### src/rtl/traductor_ps2_tx.sv
// traductor_ps2_tx: turns a 4-bit command into a PS/2 device-to-host scan-code
// transmission. Each byte goes out as an 11-bit frame: start, d0..d7, odd
// parity, stop. An idle-high gap follows every byte.
//
// Ports:
//   clk        system clock, rising edge
//   rst_n      asynchronous active-low reset
//   cmd        command code (0..8 valid, 9..15 invalid)
//   cmd_valid  cmd is valid this cycle
//   cmd_ready  block can accept a command (IDLE only)
//   ps2_clk    PS/2 clock toward the host, idle high
//   ps2_data   PS/2 data toward the host, idle high
//   done       one-cycle pulse in the last gap cycle of the final byte
//   cmd_err    one-cycle pulse after an invalid command is accepted
//
// Parameters:
//   CLK_DIV     clk cycles per PS/2 clock half-period (2..65535)
//   GAP_CYCLES  idle-high clk cycles after each byte's stop bit (1..65535)
//
// Optional feature: define TRADUCTOR_BREAK_CODE_EN to send code, 0xF0, code
// for every valid command instead of the make code alone.
module traductor_ps2_tx #(
  parameter int unsigned CLK_DIV    = 2500,
  parameter int unsigned GAP_CYCLES = 5000
) (
  input  logic       clk,
  input  logic       rst_n,
  input  logic [3:0] cmd,
  input  logic       cmd_valid,
  output logic       cmd_ready,
  output logic       ps2_clk,
  output logic       ps2_data,
  output logic       done,
  output logic       cmd_err
);

`ifdef TRADUCTOR_BREAK_CODE_EN
  localparam int unsigned NUM_BYTES = 3;
`else
  localparam int unsigned NUM_BYTES = 1;
`endif

  localparam logic [15:0] HALF_LAST = 16'(CLK_DIV - 1);
  localparam logic [15:0] GAP_LAST  = 16'(GAP_CYCLES - 1);
  localparam logic [1:0]  LAST_IDX  = 2'(NUM_BYTES - 1);

  typedef enum logic [2:0] {
    S_IDLE   = 3'd0,
    S_START  = 3'd1,
    S_SHIFT  = 3'd2,
    S_PARITY = 3'd3,
    S_STOP   = 3'd4,
    S_GAP    = 3'd5
  } state_t;

  // Make-code lookup for the nine legal commands.
  function automatic logic [7:0] scan_code(input logic [3:0] c);
    case (c)
      4'd0:    scan_code = 8'h16;
      4'd1:    scan_code = 8'h1E;
      4'd2:    scan_code = 8'h26;
      4'd3:    scan_code = 8'h4D;
      4'd4:    scan_code = 8'h21;
      4'd5:    scan_code = 8'h32;
      4'd6:    scan_code = 8'h31;
      4'd7:    scan_code = 8'h5A;
      4'd8:    scan_code = 8'h15;
      default: scan_code = 8'h00;
    endcase
  endfunction

  // Byte at position idx of the sequence; position 1 is the break prefix.
  function automatic logic [7:0] seq_byte(input logic [1:0] idx, input logic [7:0] code);
    seq_byte = (idx == 2'd1) ? 8'hF0 : code;
  endfunction

  state_t      r_state, w_state_nxt;
  logic [15:0] r_cnt, w_cnt_nxt;
  logic [2:0]  r_bit, w_bit_nxt;
  logic [1:0]  r_idx, w_idx_nxt;
  logic [7:0]  r_code, w_code_nxt;
  logic [7:0]  r_shift, w_shift_nxt;
  logic        r_ps2_clk, w_ps2_clk_nxt;
  logic        r_ps2_data, w_ps2_data_nxt;
  logic        r_cmd_ready, w_cmd_ready_nxt;
  logic        r_done, w_done_nxt;
  logic        r_cmd_err, w_cmd_err_nxt;

  // State and datapath registers; every output is a flop.
  always_ff @(posedge clk or negedge rst_n) begin
    if (!rst_n) begin
      r_state     <= S_IDLE;
      r_cnt       <= 16'd0;
      r_bit       <= 3'd0;
      r_idx       <= 2'd0;
      r_code      <= 8'd0;
      r_shift     <= 8'd0;
      r_ps2_clk   <= 1'b1;
      r_ps2_data  <= 1'b1;
      r_cmd_ready <= 1'b0;
      r_done      <= 1'b0;
      r_cmd_err   <= 1'b0;
    end else begin
      r_state     <= w_state_nxt;
      r_cnt       <= w_cnt_nxt;
      r_bit       <= w_bit_nxt;
      r_idx       <= w_idx_nxt;
      r_code      <= w_code_nxt;
      r_shift     <= w_shift_nxt;
      r_ps2_clk   <= w_ps2_clk_nxt;
      r_ps2_data  <= w_ps2_data_nxt;
      r_cmd_ready <= w_cmd_ready_nxt;
      r_done      <= w_done_nxt;
      r_cmd_err   <= w_cmd_err_nxt;
    end
  end

  // Next-state and next-output logic.
  always_comb begin
    w_state_nxt     = r_state;
    w_cnt_nxt       = r_cnt;
    w_bit_nxt       = r_bit;
    w_idx_nxt       = r_idx;
    w_code_nxt      = r_code;
    w_shift_nxt     = r_shift;
    w_ps2_clk_nxt   = r_ps2_clk;
    w_ps2_data_nxt  = r_ps2_data;
    w_cmd_ready_nxt = 1'b0;
    w_cmd_err_nxt   = 1'b0;
    w_done_nxt      = 1'b0;

    case (r_state)
      S_IDLE: begin
        w_cmd_ready_nxt = 1'b1;
        w_ps2_clk_nxt   = 1'b1;
        w_ps2_data_nxt  = 1'b1;
        if (cmd_valid && r_cmd_ready) begin
          w_cmd_ready_nxt = 1'b0;
          if (cmd <= 4'd8) begin
            // Start bit goes out on the very next cycle.
            w_state_nxt    = S_START;
            w_code_nxt     = scan_code(cmd);
            w_shift_nxt    = scan_code(cmd);
            w_idx_nxt      = 2'd0;
            w_cnt_nxt      = 16'd0;
            w_bit_nxt      = 3'd0;
            w_ps2_data_nxt = 1'b0;
          end else begin
            w_cmd_err_nxt = 1'b1;
          end
        end
      end

      S_START, S_SHIFT, S_PARITY, S_STOP: begin
        if (r_cnt != HALF_LAST) begin
          w_cnt_nxt = r_cnt + 16'd1;
        end else begin
          w_cnt_nxt = 16'd0;
          if (r_ps2_clk) begin
            w_ps2_clk_nxt = 1'b0;
          end else begin
            // End of a bit period: raise clock and present the next bit.
            w_ps2_clk_nxt = 1'b1;
            case (r_state)
              S_START: begin
                w_state_nxt    = S_SHIFT;
                w_bit_nxt      = 3'd0;
                w_ps2_data_nxt = r_shift[0];
              end
              S_SHIFT: begin
                w_bit_nxt = 3'(r_bit + 3'd1);
                if (r_bit == 3'd7) begin
                  w_state_nxt    = S_PARITY;
                  w_ps2_data_nxt = ~(^r_shift);
                end else begin
                  w_ps2_data_nxt = r_shift[w_bit_nxt];
                end
              end
              S_PARITY: begin
                w_state_nxt    = S_STOP;
                w_ps2_data_nxt = 1'b1;
              end
              default: begin
                w_state_nxt    = S_GAP;
                w_ps2_data_nxt = 1'b1;
              end
            endcase
          end
        end
      end

      S_GAP: begin
        w_ps2_clk_nxt  = 1'b1;
        w_ps2_data_nxt = 1'b1;
        if (r_cnt != GAP_LAST) begin
          w_cnt_nxt = r_cnt + 16'd1;
        end else begin
          w_cnt_nxt = 16'd0;
          if (r_idx == LAST_IDX) begin
            w_state_nxt     = S_IDLE;
            w_cmd_ready_nxt = 1'b1;
          end else begin
            w_state_nxt    = S_START;
            w_idx_nxt      = 2'(r_idx + 2'd1);
            w_shift_nxt    = seq_byte(w_idx_nxt, r_code);
            w_bit_nxt      = 3'd0;
            w_ps2_data_nxt = 1'b0;
          end
        end
      end

      default: begin
        w_state_nxt    = S_IDLE;
        w_cnt_nxt      = 16'd0;
        w_ps2_clk_nxt  = 1'b1;
        w_ps2_data_nxt = 1'b1;
      end
    endcase

    // done must be high during the final gap cycle, so decode it one cycle early.
    w_done_nxt = (w_state_nxt == S_GAP) && (w_cnt_nxt == GAP_LAST) && (w_idx_nxt == LAST_IDX);
  end

  assign cmd_ready = r_cmd_ready;
  assign ps2_clk   = r_ps2_clk;
  assign ps2_data  = r_ps2_data;
  assign done      = r_done;
  assign cmd_err   = r_cmd_err;

endmodule

### config.mk
export PLATFORM = sky130hd
export DESIGN_NAME = traductor_ps2_tx
export DESIGN_NICKNAME = d
export VERILOG_FILES = /design/src/rtl/traductor_ps2_tx.sv
export SDC_FILE = /design/constraint.sdc
export NUM_CORES = 1
export LEC_CHECK = 0
export BUFFER_PORTS_ARGS = -buffer_cell sky130_fd_sc_hd__clkbuf_2
export CAP_MARGIN = 40
export CORE_UTILIZATION = 40
export CTS_CLUSTER_SIZE = 14
export DETAILED_ROUTE_END_ITERATION = 8
export SYNTH_ARGS = -nofsm -noshare
export SYNTH_HDL_FRONTEND = slang
export SYNTH_SLANG_ARGS = --single-unit
### constraint.sdc
create_clock -name clk -period 7 [get_ports clk]
set_input_delay 0.7 -clock clk [delete_from_list [all_inputs] [get_ports clk]]
set_output_delay 0.7 -clock clk [all_outputs]
set_load 0.1 [all_outputs]
---- Yosys cells after proc, flatten, opt, wreduce, memory -nomap -nowiden ----
Memory sizes are Yosys's and may differ from the RTL's. A register that Yosys moved wholly into a read port is not among the register bits.
Cells that the tools add are included.
word-level totals
  bits in registers ....................... 45
  memories ................................ 2
  output and inout port bits .............. 5
  bits of input ports ..................... 7
  word-level logic and storage cells ...... 104
  memory bits (read-only) ................. 224
memory list
  memory            depth  width  read ports  clocked after Yosys merged registers in  wr ports  line  source
  (name not given)  16     7      1           1                                        0         58    case (c)
  (name not given)  16     7      1           0                                        0         58
cells by class
  $add $sub $neg .......................... 3
  reductions and logical operators ........ 15
  bitwise operators ....................... 1
  muxes and demuxes ....................... 52
  magnitude comparators ................... 2
  equal/unequal tests ..................... 18
operator list
  kind                   number
  $mux 16                4
  $pmux 16 s3            1
  $mux 8                 5
  $mux 3                 12
  $pmux 3 s3             3
  $add 16x1->16 const B  1
  $eq 16x13->1 const B   1
  $mux 1                 16
  $ne 16x12->1 const B   1
  $ne 16x13->1 const B   1
  $pmux 8 s2             1
  $eq 3x3->1 const B     4
  $ne 2x2->1 const B     6
  $mux 2                 4
  $reduce_and 8->1       1
  $reduce_xor 8->1       1
  $eq 3x2->1 const B     2
  $pmux 3 s2             1
  $reduce_and 5->1       1
  $le 4x4->1 const B     1
  $logic_not 2->1        2
  $lt 3x4->1 const B     1
  $pmux 1 s2             2
  $pmux 2 s2             1
  16 further kinds       18

---- Logic depth before layout (Yosys ltp) ----
Gate-level depths: netlist of run 1.
  depth in word-level cells ............... 9
  mapped depth ............................ 10
  mapped depth without buffers ............ 8

---- Worst setup path before layout of run 1 ----
Ideal clock, no wire load.
  path kind ............................... input -> register
  start point ............................. input cmd[0]
  end point ............................... register r_done (netlist: done)
  library setup time ...................... 0.096 ns
  buffers on the path ..................... 1
  setup slack ............................. 4.147 ns
  arrival ................................. 2.757 ns
  cell stages on the path ................. 7
  required time ........................... 6.904 ns
  cells stage by stage .................... clkbuf_1 -> o31ai_4 -> a31oi_1 -> o31a_1 -> o22a_1 -> or4_1 -> nor4_2
on the way
  word-level cells in the longest chain between the ends .. 7
  elaborated cells between the ends (all ways) .. 15
  classes of those cells .................. 1 x order compare; 2 x eq/ne; 9 x mux; 3 x reduce/logical
ends and longest elaborated chain
  what                                               line  source
  start: declaration                                 28    input logic [3:0] cmd,
  $le 4x4->1 *                                       139   if (cmd <= 4'd8) begin
  $mux 16 / $mux 3 (equally long branches)           139
  $mux 16 / $mux 3 (equally long branches)           137   if (cmd_valid && r_cmd_ready) begin
  $pmux 16 s3 / $pmux 3 s3 (equally long branches)   132   case (r_state)
  $eq 16x13->1 / $eq 3x3->1 (equally long branches)  221   w_done_nxt = (w_state_nxt == S_GAP) && (w_cnt_nxt == GAP_LAST) && (w_idx_nxt == LAST_IDX);
  $logic_and 1x1->1                                  221
  $logic_and 1x1->1 *                                221
  named net w_done_nxt                               86    logic r_done, w_done_nxt;
  end signal: assignment                             113   r_done <= w_done_nxt;
  end: declaration                                   86
The timed path passes the listed nets; every way through them passes the cells marked *.
A chain may end at the register's enable or synchronous reset.

---- Final worst setup path of run 1 ----
  start point ............................. register r_cnt[4]
  end point ............................... register r_done (netlist: done)
on the way
  word-level cells in the longest chain between the ends .. 6
  elaborated cells between the ends (all ways) .. 18
  classes of those cells .................. 1 x add/sub; 4 x eq/ne; 10 x mux; 3 x reduce/logical
ends and longest elaborated chain
  what                                   line      source
  start: declaration                     78        logic [15:0] r_cnt, w_cnt_nxt;
  start signal: assignment               105       r_cnt <= w_cnt_nxt;
  $add 16x1->16 (tied with other cells)  156, 196
  $mux 16, on equally long branches      195, 155
  $pmux 16 s3 *                          132
  named net w_cnt_nxt[15]                78
  $eq 16x13->1 *                         221
  $logic_and 1x1->1 * (2 in series)      221
  named net w_done_nxt                   86
Marks and branches as above.

==> metrics, run 1 <==
status completed; Final Cell Area ~2900 um2; WP data required 7.21 ns; fraction of registers with async set/reset between 90% and 100%; Final Hold Vio Count 0; WL per Instance between 15 and 20 um; FMAX 352 MHz; Routability Congestion approximately 0.86; Final setup viols 0; Startpoint Class flip-flop; Post-synth top flop dfrtp_1; GRT Util Overall between 15 and 20%; Std-Cell Rows 29; post_cts resized 0; register share of total power approximately 56%; Max VDD drop between 0.06 and 0.07 mV; GRT overflow 0; Min-Delay Path Class input pin to asynchronous set/reset pin; DRC viols 0; clock period minus final worst setup slack about 2.8 ns; Clock power frac 40.8%; slew at the pin with the worst max-slew slack 0.931 ns; CTS max path bufs 2; critical-path cell list or4_4, nor2b_1, a21o_4, nand2_4, a221o_1, or4b_1, nor4_2; clk_lat worst skew ~0.30 ns; post-CTS setup buffer count 0; switching share of power about a fifth; Cell Area, Synth about 2800 um2; Yosys warnings 0; core area about 6500 um2; H-tree level count 2; combinational share of power ~3.8%; CP endpoint kind flip-flop; drt first pass iters 6; RSZ-0062 raised after global routing no; post-synthesis sequential area ratio between 40 and 50%; top cells by count, synth dfrtp_1, nand2_1, nor2_1, a21oi_1, o21ai_0; Layout Utilization between 40% and 50%; library cells used by synthesis between 60 and 70; grt met3 use ~4.2%; EDFF count, synth 0; Die Y 85.0 um; dominant cell type by area after synthesis dfrtp_1; Internal about 360 uW; Routed Antenna Nets 0; drt first-iter violations 182; Starting Density 42.4%; initial antenna violation count 0; GRT met2 Usage ~26%; delay-heaviest family, CP simple AND/OR/NAND/NOR gates; Root Buffer clkbuf_8; layout cell share with drive strength beyond 1 12.9%; vias in the first global route between 2k and 2.5k; Final Cycle Share 40.6%; ANT cells 0; overall die width 85.0 um; NumNets Final ~320; PD cells ~160 nW/um2; Final Slew Violations 0; CTS tree built; Mean Syn Cell Area 9.15 um2; Crit path arrival time roughly 3.1 ns; setup tns final 0 ns; DPL Wire Length 4290 um; CP Buf/Inv Count 0; most frequent cell after synthesis dfrtp_1; global-route wire length before repair 10500 um; via count roughly 2.2k; fillers roughly 640; DP Area ~2800 um2; leakage ~1.3 nW; Via density between 5 and 6; Top Usage Layer GRT met1; maximum number of pins on one net before global-route repair 45; Num CTS Buffers 5; Clk pin slew, worst setup/hold paths ~0.080 ns; maxcap violations 0; crit path max fanout 15; met1 Track Usage GR around 28%; CTS hold repair buffers 0; overall power between 400 and 500 uW; Die ar. approximately 7200 um2; Net Switching roughly 96 uW; slowest stage delay, CP approximately 0.57 ns; I/O pins 12; slew margin rel. 37.2%; Syn Nets around 310; Synth Instances between 300 and 400; IO buf count 11; top cell type's share of synthesized area a little under two fifths; Final Skew roughly 0.0077 ns; clock sinks 44; Syn-to-layout area delta 6.77%; slowest library cell on the worst path or4_4; Synth area leaders dfrtp_1, nand2_1, a21oi_1; #FFs+latches synth 44; CP Class flip-flop to flip-flop; overall routed net length a little over 6000 um
[layer usage]
| layer | vias to the layer above | share of wire [%] |
|---|---|---|
| li1 | 1118 | - |
| met4 | 0 | 1.3 |
| met3 | 5 | 4.8 |
| met5 | - | 0 |
| met2 | 48 | 41 |
| met1 | 1071 | 53 |
[cells in the final DEF, fill, tap and decap left out, types with 4 or more instances in the layout]
cell      count
o31ai_1       4
nand4_1       5
clkbuf_8      5
a21oi_1      19
dfrtp_1      42
mux2_2        6
nor2b_1       7
a22o_1        8
xnor2_1       8
nor3_1        6
clkbuf_2     11
a31oi_1       7
o21ai_0      15
nor3b_1       4
inv_1         7
nand3_1      12
ha_1          5
nor2_1       25
and2_1        4
nand2_1      37
[area by class of cell]
cell class | instances | area (um2) | area share [%]
clock inverters | 1 | 30.0 | 1.02
flip-flops and latches | 44 | 1100 | 37.5
multi-input cells | 233 | 1550 | 52.6
inverters | 7 | 26.3 | 0.894
well taps | 77 | 96.3 | 3.28
repair buffers | 13 | 70.1 | 2.38
clock buffers | 5 | 68.8 | 2.34
[worst paths after layout]
| kind | from | slack [ns] | cells past startpoint | end |
|---|---|---|---|---|
| setup / recovery | r_cnt[4] | 4.16 | 7 | done |
| hold / removal | rst_n | 0.47 | 2 | r_shift[7] |
| setup reg to reg | r_cnt[4] | 4.16 | 7 | done |
| hold reg to reg | r_code[1] | 0.48 | 2 | r_code[1] |
| max in group asynchronous | rst_n | 6.14 | 2 | ps2_clk |
| min in group clk | r_code[1] | 0.48 | 2 | r_code[1] |
[sequential cells by signal, summed over array words and instances, names as in the netlist, 2 cells and up]
signal   cells
r_bit        3
r_cnt       16
r_code       7
r_idx        2
r_shift      8
r_state      3
[through the flow]
step | hold WS [ns] | cells | worst slack (ns)
final | 0.474 | 380 | 4.16
after global routing | 0.518 | 380 | 3.91
after CTS | 0.484 | 380 | 4.17
after floorplan | 0.404 | 301 | 4.15
after detailed placement | 0.460 | 374 | 4.06
after global placement | 0.454 | 374 | 4.12
[power by group through the flow]
stage                     logic [mW]  clock network [mW]  registers (mW)
after floorplan              0.00752                   0           0.259
after global placement        0.0176                   0           0.259
after detailed placement      0.0176                   0           0.259
after CTS                     0.0177               0.194           0.254
after global routing          0.0200               0.203           0.254
final                         0.0172               0.187           0.254
[kinds of logic (layout without fill, tap and decap cells)]
family	after synthesis	in the layout	share of synthesized area (%)
AND/OR/NAND/NOR	126	126	24.7
AO/OA/AOI/OAI	81	81	20.8
flip-flops	44	44	40.1
buffers and inverters	24	26	3.82
multiplexers	11	11	5.18
XOR/XNOR	10	10	3.18
adder cells (fa/ha/maj)	5	5	2.27
(Power assumes the default switching activity.)
==> run 2: changes to the inputs <==
Clock period 7 ns to 2.65 ns, I/O delays scaled along.
==> run 2 against run 1 <==
  * Maximum frequency increased by 8.1%
  * Global-route usage rose by 1.5 points
  * Utilization up 6.5 points
  * Critical path type unchanged
  * Largest power group unchanged
  * Highest routed layer unchanged
==> metrics, run 2 (same netlist as run 1, synthesis figures left out) <==
status completed; Root Buffer clkbuf_8; max FFs per register 16; Die Y ~85 um; GRT Util Overall about 20%; DPL Wire Length a little under 5000 um; H-tree level count 2; Std-Cell Rows 29; vias in the first global route between 2k and 2.5k; PD cells 381 nW/um2; crit path max fanout 7; initial antenna violation count 0; slew at the pin with the worst max-slew slack ~0.86 ns; Final setup viols 0; largest registers r_cnt: 16 flops, r_shift: 8 flops, r_code: 7 flops; drt first pass iters 7; Syn-to-layout area delta 22.1%; Routed Antenna Nets 0; overall power between 1 and 1.5 mW; FMAX 381 MHz; WP data required ~2.9 ns; Crit path arrival time ~2.9 ns; slowest library cell on the worst path or4b_4; Final Cycle Share ~99%; Clk pin slew, worst setup/hold paths 0.09 ns; setup tns final 0 ns; overall routed net length 7040 um; Min-Delay Path Class input pin to flip-flop; I/O pins 12; Layout Utilization approximately half; leakage ~1.5 nW; WL per Instance between 15 and 20 um; fillers ~580; core area 6490 um2; Placed Cells about 400; global-route wire length before repair roughly 11000 um; RSZ-0062 raised after global routing yes; critical-path cell list nand3_1, nor4_4, nand3_1, and2_1, a221o_1, or4b_4, nor4_4; via count roughly 2.5k; CTS tree built; Max VDD drop approximately 0.29 mV; layout cell share with drive strength beyond 1 26.1%; Final Non-Filler Cells 418; most common cell after layout, fill and taps aside dfrtp_1; maxcap violations 0; Starting Density between 40 and 50%; IO buf count 11; Final Hold Vio Count 0; clk_lat worst skew approximately 0.31 ns; CTS max path bufs 2; CP endpoint kind flip-flop; Via density roughly 5.9; slowest stage delay, CP between 0.5 and 0.6 ns; ANT cells 0; Die ar. 7220 um2; slew margin rel. between 40% and 50%; Final Skew 0.00662 ns; Final Slew Violations 0; GRT overflow 0; clock period minus final worst setup slack 2.62 ns; maximum number of pins on one net before global-route repair 25; clock sinks between 40 and 50; commonest non-fill, non-tap cells in the layout dfrtp_1, nand2_1, buf_4; drt first-iter violations 179; DRC viols 0; NumNets Final around 350; Routability Congestion 0.928; Startpoint Class flip-flop; overall die width roughly 85 um; Num CTS Buffers 5; Most flops, register r_cnt; CP Class flip-flop to flip-flop
-- run 2: cell count changes in the layout (fill, tap and decap cells not counted), sizes merged --
cell / before / now
dlygate4sd3: 0 / 1
clkbuf: 16 / 17
clkinv: 0 / 1
a21o: 4 / 5
buf: 2 / 35
nand2: 39 / 40
-- run 2: timing repair --
item / CTS / global route
endpoints found under the setup margin: 0 / 1
gates resized for setup: 0 / 20
hold endpoints to repair: 11 / 0
hold buffers: 1 / 0
buffers inserted: 0 / 10
-- run 2: critical path, delay by kind of cell (launching register included) --
kind | cells | cell delay, ns
AOI/OAI and AO/OA | 1 | 0.35
DFF | 1 | 0.48
and+or+nand+nor | 6 | 1.72
-- run 2: layout make-up --
class	count	area [um2]	area share (%)
clock buffers	6	82.6	2.46
clock inverters	2	38.8	1.15
inverters	7	26.3	0.781
multi-input cells	235	1660	49.3
flip-flops and latches	44	1110	32.9
well taps	77	96.3	2.86
repair buffers	47	353	10.5
-- run 2: power by group --
part           total [mW]  leakage (nW)  internal [mW]  switching (mW)
combinational      0.0513         0.837         0.0186          0.0327
sequential          0.671         0.567          0.671               0
clock               0.559        0.0614          0.309           0.250
total                1.28          1.47          0.998           0.283
-- run 2: final timing paths --
kind / from / to / slack (ns) / cells after the start
max: r_cnt[8] / done / 0.03 / 7
min: cmd_valid / cmd_err / 0.27 / 3
max reg2reg: r_cnt[8] / done / 0.03 / 7
min reg2reg: r_code[1] / r_code[1] / 0.48 / 2
max in group asynchronous: rst_n / r_cnt[5] / 1.58 / 4
min in group asynchronous: rst_n / r_bit[2] / 0.41 / 2
-- run 2: routing by layer --
layer	GRT usage, %	routed length, um	vias up
met3	3.40	391	9
met4	7.09	97	0
met5	0	0	-
li1	-	-	1187
met1	31.6	3570	1181
met2	27.2	2980	81
-- run 2: stage by stage --
| stage | worst slack [ns] | cell area, um2 | hold slack [ns] |
|---|---|---|---|
| detailed placement | 0.0220 | 3040 | 0.216 |
| CTS | 0.00529 | 3170 | 0.260 |
| global route | -0.0488 | 3360 | 0.280 |
| finish | 0.0251 | 3360 | 0.269 |
| floorplan | 0.126 | 2760 | -0.0306 |
| global placement | 0.0690 | 3020 | 0.452 |
==> run 3: changes to the inputs <==
Clock period 2.65 ns to 2.58 ns, I/O delays scaled along.
==> run 3 against run 2 <==
  * The flow now finishes with violations (design-rule violations)
  * Utilization down 0.60 points
  * Setup slack worse by 0.017 ns
  * First-iteration DRC count up 26%
  * Routed wire length about the same
  * Sequential power up 3%
  * Cell count up 1.7%
==> metrics, run 3 (same netlist as run 1, synthesis figures left out) <==
status finished with violations; failing checks design-rule violations; clk_lat worst skew 0.31 ns; setup tns final 0 ns; Num CTS Buffers 5; drt first-iter violations 225; slowest library cell on the worst path or4_4; GRT Util Overall around a fifth; Most flops, register r_cnt; drt first pass iters 7; global-route wire length before repair approximately 12000 um; core area between 6000 and 7000 um2; Syn-to-layout area delta 20.7%; critical path's most frequent cell nand2_4; overall die width ~85 um; Starting Density approximately 42%; DRC viols 1; Clk pin slew, worst setup/hold paths 0.10 ns; max FFs per register 16; slowest stage delay, CP 0.57 ns; initial antenna violation count 0; Min-Delay Path Class input pin to asynchronous set/reset pin; layout cell share with drive strength beyond 1 25.9%; Via density roughly 5.7; Root Buffer clkbuf_8; slew margin rel. 44.7%; crit path max fanout 5; clock period minus final worst setup slack between 2 and 3 ns; most common cell after layout, fill and taps aside buf_4; FMAX just under 400 MHz; Final setup viols 0; Final Slew Violations 0; PD cells 393 nW/um2; leakage roughly 1.5 nW; slew at the pin with the worst max-slew slack between 0.8 and 0.9 ns; CTS tree built; Std-Cell Rows 29; I/O pins 12; DPL Wire Length 4990 um; DP Area 3100 um2; CP Class flip-flop to flip-flop; maximum number of pins on one net before global-route repair 45; maxcap violations 0; Die Y about 85 um; Die ar. 7220 um2; Max VDD drop 0.281 mV; largest registers r_cnt: 16 flops, r_shift: 8 flops, r_code: 7 flops; vias in the first global route between 2k and 2.5k; multi-input logic area between 1500 and 2000 um2; Routability Congestion between 0.8 and 0.9; CP endpoint kind flip-flop; WP data required about 2.8 ns; H-tree level count 2; Final Hold Vio Count 0; commonest non-fill, non-tap cells in the layout buf_4, dfrtp_1, nand2_1; via count about 2.4k; CP Buf/Inv Count 0; Reg area approximately 1100 um2; IO buf count 11; WL per Instance ~17 um; Final Cell Area roughly 3300 um2; Final Cycle Share 99.7%; Startpoint Class flip-flop; GRT overflow 0; fillers around 590; overall routed net length ~7000 um; Crit path arrival time approximately 2.8 ns; delay-heaviest family, CP simple AND/OR/NAND/NOR gates; clock sinks 44; CTS max path bufs 2; RSZ-0062 raised after global routing yes; NumNets Final 359; ANT cells 0; Routed Antenna Nets 0; Final Skew around 0.0079 ns; critical-path cell list or4_4, nand4b_4, nand2_4, nand2_4, a221o_1, or4b_1, nor4_2
## run 3: changes by cell type in the layout (fill, tap and decap cells not counted), moves of 2 or more
cell	change
nor4_2	+2
dfrtp_1	+2
nor4_4	-2
buf_12	-2
nand2_8	-2
buf_4	+10
o21ai_1	+2
dfrtp_2	-2
## run 3: per-layer routing
layer	GRT usage, %	part of all wire, %	wire length (um)
met1	32.1	50	3560
met2	29.5	42	2960
met3	3.31	5.8	405
met4	7.86	1.6	116
met5	0	0	0
## run 3: cell type report
cell class / instances / area share, %
well taps: 77 / 2.90
multi-input cells: 235 / 48.2
flip-flops and latches: 44 / 33.2
clock buffers: 5 / 2.07
clock inverters: 3 / 1.43
inverters: 7 / 0.790
repair buffers: 54 / 11.4
## run 3: what timing repair did
| item | in CTS | in global routing |
|---|---|---|
| setup buffers | 4 | 3 |
| hold buffers | 0 | 0 |
| pin swaps | 1 | 5 |
| gates cloned | 1 | 1 |
| resized for setup | 1 | 8 |
| endpoints found under the setup margin | 1 | 5 |
## run 3: final timing paths
| check | from | to | slack [ns] | cells past startpoint |
|---|---|---|---|---|
| worst max-delay path | r_cnt[4] | done | 0.008 | 7 |
| worst min-delay path | rst_n | r_cnt[10] | 0.02 | 2 |
| worst max register to register | r_cnt[4] | done | 0.008 | 7 |
| worst min register to register | ps2_data | ps2_data | 0.48 | 2 |
| max in group asynchronous | rst_n | cmd_ready | 2.14 | 2 |
| min in group clk | cmd_valid | cmd_err | 0.25 | 3 |
## run 3: metrics by stage
stage | utilization, % | std cells | hold slack (ns) | setup WS, ns | total power [mW]
floorplan | - | 301 | -0.0376 | 0.0559 | 0.723
global placement | 47.7 | 408 | 0.384 | 0.0307 | 0.753
detailed placement | 47.7 | 408 | 0.387 | 0.00993 | 0.754
CTS | 50.1 | 421 | 0.0477 | 0.0270 | 1.32
global route | 51.2 | 425 | 0.0887 | -0.0594 | 1.35
finish | 51.2 | 425 | 0.0194 | 0.00763 | 1.31
## run 3: worst register-to-register path, stage by stage, from the launching register on
cell and delay (ns):
dfrtp_1 0.42, or4_4 0.57, nand4b_4 0.21, nand2_4 0.14, nand2_4 0.07, a221o_1 0.33, or4b_1 0.54, nor4_2 0.21
## run 3: where the power goes
group	internal [mW]	switching (mW)	total [mW]	leakage [nW]
clock network	0.292	0.277	0.569	0.0583
registers	0.689	0	0.689	0.570
logic	0.0172	0.0328	0.0500	0.846
total	0.998	0.309	1.31	1.47
